**config.mk**
```make
export PLATFORM = sky130hd
export DESIGN_NAME = cdb_arbiter
export DESIGN_NICKNAME = d
export VERILOG_FILES = /design/src/rtl/cdb_arbiter.sv
export SDC_FILE = /design/constraint.sdc
export NUM_CORES = 1
export LEC_CHECK = 0
export ABC_AREA = 1
export CAP_MARGIN = 30
export CORE_AREA = 2 2 155 157
export DETAILED_ROUTE_END_ITERATION = 8
export DIE_AREA = 0 0 157 159
export PLACE_DENSITY_LB_ADDON = 0.1
export RECOVER_POWER = 25
export REMOVE_ABC_BUFFERS = 1
export SKIP_LAST_GASP = 1
export SLEW_MARGIN = 20
export SYNTH_ARGS = -nofsm -noshare
export SYNTH_HDL_FRONTEND = slang
export SYNTH_SLANG_ARGS = --single-unit
```
**constraint.sdc**
```tcl
create_clock -name clk_i -period 5 [get_ports clk_i]
set_clock_uncertainty 0.2 [all_clocks]
set_input_delay 0.75 -clock clk_i [delete_from_list [all_inputs] [get_ports clk_i]]
set_output_delay 0.75 -clock clk_i [all_outputs]
set_load 0.005 [all_outputs]
```
**src/rtl/cdb_arbiter.sv**
```systemverilog
// cdb_arbiter: round-robin arbiter that merges EU result ports onto one
// registered common data bus entry, with backpressure and flush squash.
module cdb_arbiter #(
    parameter int unsigned EU_N        = 4,
    parameter int unsigned XLEN        = 64,
    parameter int unsigned ROB_IDX_LEN = 6,
    parameter int unsigned EXCEPT_LEN  = 5
) (
    input  logic                          clk_i,
    input  logic                          rst_n_i,
    input  logic                          flush_i,
    input  logic [EU_N-1:0]               eu_valid_i,
    output logic [EU_N-1:0]               eu_ready_o,
    input  logic [EU_N*ROB_IDX_LEN-1:0]   eu_rob_idx_i,
    input  logic [EU_N*XLEN-1:0]          eu_value_i,
    input  logic [EU_N-1:0]               eu_except_raised_i,
    input  logic [EU_N*EXCEPT_LEN-1:0]    eu_except_code_i,
    output logic                          cdb_valid_o,
    input  logic                          cdb_ready_i,
    output logic [ROB_IDX_LEN-1:0]        cdb_rob_idx_o,
    output logic [XLEN-1:0]               cdb_value_o,
    output logic                          cdb_except_raised_o,
    output logic [EXCEPT_LEN-1:0]         cdb_except_code_o
);

    localparam int unsigned PTR_W = (EU_N > 1) ? $clog2(EU_N) : 1;

    typedef struct packed {
        logic [ROB_IDX_LEN-1:0] rob_idx;
        logic [XLEN-1:0]        value;
        logic                   except_raised;
        logic [EXCEPT_LEN-1:0]  except_code;
    } cdb_entry_t;

    logic [PTR_W-1:0] r_rr_ptr;
    logic             r_valid;
    cdb_entry_t       r_entry;

    logic             w_gnt_vld;
    logic [PTR_W-1:0] w_gnt_idx;
    logic [PTR_W-1:0] w_ptr_next;
    logic             w_load;
    logic             w_xfer;
    cdb_entry_t       w_sel;

    // Register can take a new entry when empty or being drained this cycle
    assign w_load = ~r_valid | cdb_ready_i;

    // Grant only when loadable, not flushing and out of reset
    assign w_xfer = w_gnt_vld & w_load & ~flush_i & rst_n_i;

    // Priority search starting at rr_ptr; lowest offset wins, so scan offsets high to low
    always_comb begin
        logic [PTR_W:0] v_idx;
        w_gnt_vld = 1'b0;
        w_gnt_idx = '0;
        v_idx     = '0;
        for (int k = int'(EU_N) - 1; k >= 0; k--) begin
            v_idx = {1'b0, r_rr_ptr} + (PTR_W+1)'(k);
            if (v_idx >= (PTR_W+1)'(EU_N)) begin
                v_idx = v_idx - (PTR_W+1)'(EU_N);
            end
            if (eu_valid_i[v_idx[PTR_W-1:0]]) begin
                w_gnt_vld = 1'b1;
                w_gnt_idx = v_idx[PTR_W-1:0];
            end
        end
    end

    // Pointer advances past the granted EU, wrapping for non-power-of-two EU_N
    assign w_ptr_next = (w_gnt_idx == PTR_W'(EU_N - 1)) ? '0 : w_gnt_idx + PTR_W'(1);

    // Payload mux and one-hot ready for the granted EU
    always_comb begin
        w_sel      = '0;
        eu_ready_o = '0;
        for (int i = 0; i < int'(EU_N); i++) begin
            if (w_gnt_idx == PTR_W'(i)) begin
                w_sel.rob_idx       = eu_rob_idx_i[i*ROB_IDX_LEN +: ROB_IDX_LEN];
                w_sel.value         = eu_value_i[i*XLEN +: XLEN];
                w_sel.except_raised = eu_except_raised_i[i];
                w_sel.except_code   = eu_except_code_i[i*EXCEPT_LEN +: EXCEPT_LEN];
                eu_ready_o[i]       = w_xfer;
            end
        end
    end

    // Output stage and round-robin pointer; flush squashes the entry and rewinds priority
    always_ff @(posedge clk_i or negedge rst_n_i) begin
        if (!rst_n_i) begin
            r_rr_ptr <= '0;
            r_valid  <= 1'b0;
            r_entry  <= '0;
        end else if (flush_i) begin
            r_rr_ptr <= '0;
            r_valid  <= 1'b0;
        end else if (w_xfer) begin
            r_rr_ptr <= w_ptr_next;
            r_valid  <= 1'b1;
            r_entry  <= w_sel;
        end else if (cdb_ready_i) begin
            r_valid  <= 1'b0;
        end
    end

    assign cdb_valid_o         = r_valid;
    assign cdb_rob_idx_o       = r_entry.rob_idx;
    assign cdb_value_o         = r_entry.value;
    assign cdb_except_raised_o = r_entry.except_raised;
    assign cdb_except_code_o   = r_entry.except_code;

endmodule

```
==> reports/qor.csv <==
stage,metric,value,unit
logic_synthesis,mean area per synthesized cell,6.06,µm²
logic_synthesis,Synth Area in Simple Gates,0.352,
clock_network,"Clk pin slew, worst setup/hold paths",0.06,ns
critical_path,crit path max fanout,23,
finish,Filler cells,2432,
critical_path,R2R setup slack,1.40,ns
finish,area grow syn2layout,79.9,%
pwr,Power Dens Cells,726,nW/µm²
placement,DP Area,9670,µm²
logic_synthesis,count of warnings emitted by yosys,0,
global_route,largest net degree at the start of global routing,153,
finish,most frequent cells in the layout,"nand2_1 (493), clkdlybuf4s50_1 (391), o21ai_0 (122), dfrtp_1 (79), a21oi_1 (77)",
logic_synthesis,sequential area share after synthesis,0.355,
pwr,Reg power frac,0.149,
floorplanning,die area,25000,µm²
global_route,total global-route track usage,0.193,
floorplanning,# rows,56,
clock_network,Clock Latency Late Sink,0.34,ns
sta,fin crit period,4.16,ns
floorplanning,initial core utilization,0.240,
placement,IO Port Bufs,392,
logic_synthesis,xor-xnor portion of the synthesized cell area,0,
sta,final hold viol count,0,
routing,Pre-Repair DR Iteration Count,4,
global_route,vias in the first global route,6703,
routing,via count,6807,
floorplanning,Core ar.,23200,µm²
sta,Final setup viols,0,
routing,Iter 0 DRT Violations,237,
pwr,Switching Share,0.511,
clock_network,Clock Sinks,79,
critical_path,Startpoint Class,input pin,
worst_hold_path,HP Class,input pin to asynchronous set/reset pin,
routing,average wire per standard cell,15.5,µm
pwr,Gate power share,0.752,
pwr,clock network power share,0.099,
sta,Rel. slew slack,-0.939,
placement,hpwl dp,17500,µm
sta,minimum hold slack,0.137,ns
clock_network,Post-CTS Setup Repair Bufs,0,
pwr,leak pwr,4.44,nW
clock_network,TritonCTS Buffers,9,
logic_synthesis,largest family of logic cells by synthesized area,simple AND/OR/NAND/NOR gates,
finish,fin nets,1577,
finish,"most common cell after layout, fill and taps aside",nand2_1,
routing,vias per inst,4.29,
logic_synthesis,post-synthesis mux area share,0,
pwr,Worst VDD drop,0.611,mV
clock_network,CTS Hold Bufs,0,
clock_network,CTS resizes,0,
routing,DRT Wirelength,24600,µm
critical_path,critical path type,input pin to output port,
sta,Pins Over Slew Limit,50,
critical_path,Worst Path Required,4.05,ns
routing,antenna violation net count after detailed routing,0,
pwr,Int Pwr,3.55,mW
sta,final worst path period share,0.832,
logic_synthesis,compound-gate portion of the synthesized area,0.208,
global_route,first-pass GRT wire length,37100,µm
clock_network,Max Root-Sink Buffers,2,
sta,worst-margin pin slew,2.91,ns
logic_synthesis,post-synthesis adder-cell area fraction,0.00900,
pwr,Net Sw Power,3.71,mW
placement,gpl congestion,0.788,
run,max_cap viols,1,
clock_network,H-tree depth,3,
clock_network,CTS tree,done,
floorplanning,chip height,159,µm
outcome,status,"finished, violations left",
logic_synthesis,synth unique cells,18,
routing,DRC viols,0,
critical_path,Crit. End Element,output port,
global_route,initial antenna violation count,2,
sta,total negative slack,0,ns
outcome,failing checks,"capacitance limit, slew limit",
clock_network,CTS root buffer,clkbuf_16,
critical_path,WP data arrival,3.21,ns
finish,final instance area,10000,µm²
sta,fmax,0.241,GHz
sta,RSZ-0062 raised after global routing,false,
floorplanning,I/O Pins,393,
floorplanning,Die Wd,157,µm
logic_synthesis,Seq cells post-synth,79,
global_route,total grt overflow,0,
logic_synthesis,Mapped Cells,917,
logic_synthesis,Mapped Area,5560,µm²
finish,fraction of layout instances using a drive strength above 1,0.0276,
[per-layer routing]
metal / global-route usage / up-vias / wire length, µm
met1: 0.222 / 2934 / 10000
li1: - / 3617 / -
met5: 0 / - / 0
met3: 0.0476 / 27 / 1670
met2: 0.347 / 229 / 12400
met4: 0.0617 / 0 / 527
[synth_stat cells]
| master | number | share of area |
|---|---|---|
| buf_2 | 26 | 0.023 |
| dfrtp_1 | 79 | 0.36 |
| inv_2 | 4 | 0.0027 |
| o21ai_0 | 122 | 0.11 |
| clkbuf_1 | 28 | 0.019 |
| buf_4 | 9 | 0.012 |
| nand3_1 | 9 | 0.0081 |
| ha_1 | 4 | 0.0090 |
| nand2_1 | 493 | 0.33 |
| o21ai_1 | 32 | 0.029 |
| a21oi_1 | 77 | 0.069 |
| nor2_2 | 1 | 0.0011 |
| buf_6 | 4 | 0.0081 |
| buf_1 | 2 | 0.0014 |
| inv_1 | 14 | 0.0094 |
| nand2_2 | 1 | 0.0011 |
| and2_1 | 1 | 0.0011 |
| nor2_1 | 11 | 0.0074 |
[cell type report]
cell class	count	area (µm²)	area share
repair buffers	402	4020	0.402
diodes	2	5.00	0.000500
multi-input cells	751	3210	0.321
well taps	319	399	0.0399
inverters	18	67.6	0.00675
clock buffers	14	294	0.0294
flip-flops and latches	79	1980	0.198
clock inverters	2	35.0	0.00350
[logic make-up (layout without fill, tap and decap cells)]
group           after synthesis  in the layout
compound gates              231            231
other cells                   0              2
fa+ha+maj                     4              4
simple gates                516            516
buf+inv                      87            436
flops                        79             79
[flip-flops by register name, indices dropped and copies added (netlist names)]
| name | cells |
|---|---|
| r_rr_ptr | 2 |
| cdb_except_raised_o | 1 |
| cdb_value_o | 64 |
| cdb_rob_idx_o | 6 |
| cdb_valid_o | 1 |
| cdb_except_code_o | 5 |
[power by group through the flow]
stage | clock network (mW) | logic [mW] | registers, mW
2_1_floorplan | 0 | 3.43 | 1.10
3_3_place_gp | 0 | 5.59 | 1.09
3_5_place_dp | 0 | 5.59 | 1.09
4_1_cts | 0.743 | 5.61 | 1.09
5_1_grt | 0.775 | 6.31 | 1.13
6_report | 0.720 | 5.46 | 1.08
[path summary, 6_finish.rpt]
kind	from	cells past startpoint	to
min	rst_n_i	1	cdb_except_code_o[4]
max	eu_valid_i[1]	14	eu_ready_o[1]
min in group clk_i	cdb_value_o[59]	2	cdb_value_o[59]
max reg2reg	r_rr_ptr[0]	18	cdb_value_o[34]
max in group asynchronous	rst_n_i	2	cdb_rob_idx_o[2]
min reg2reg	cdb_value_o[59]	2	cdb_value_o[59]
[stage by stage]
stage / setup WS [ns] / util / power [mW] / instances
3_3_place_gp: 0.857 / 0.417 / 6.68 / 1569
2_1_floorplan: 0.0560 / - / 4.53 / 848
4_1_cts: 0.833 / 0.431 / 7.43 / 1585
3_5_place_dp: 0.844 / 0.417 / 6.68 / 1569
6_report: 0.842 / 0.431 / 7.27 / 1587
5_1_grt: 0.576 / 0.431 / 8.21 / 1587
[critical path, cell delays in order]
cell and delay [ns]:
clkdlybuf4s50_1 0.45, nand2_1 0.08, nand2_1 0.08, nand2_1 0.10
nand2_1 0.09, inv_1 0.07, nand3_1 0.06, nand3_1 0.07
nand2_1 0.16, inv_1 0.17, ha_4 0.38, inv_1 0.08
nor2_1 0.10, clkdlybuf4s50_1 0.56
Power figures use the tool's default switching activity.
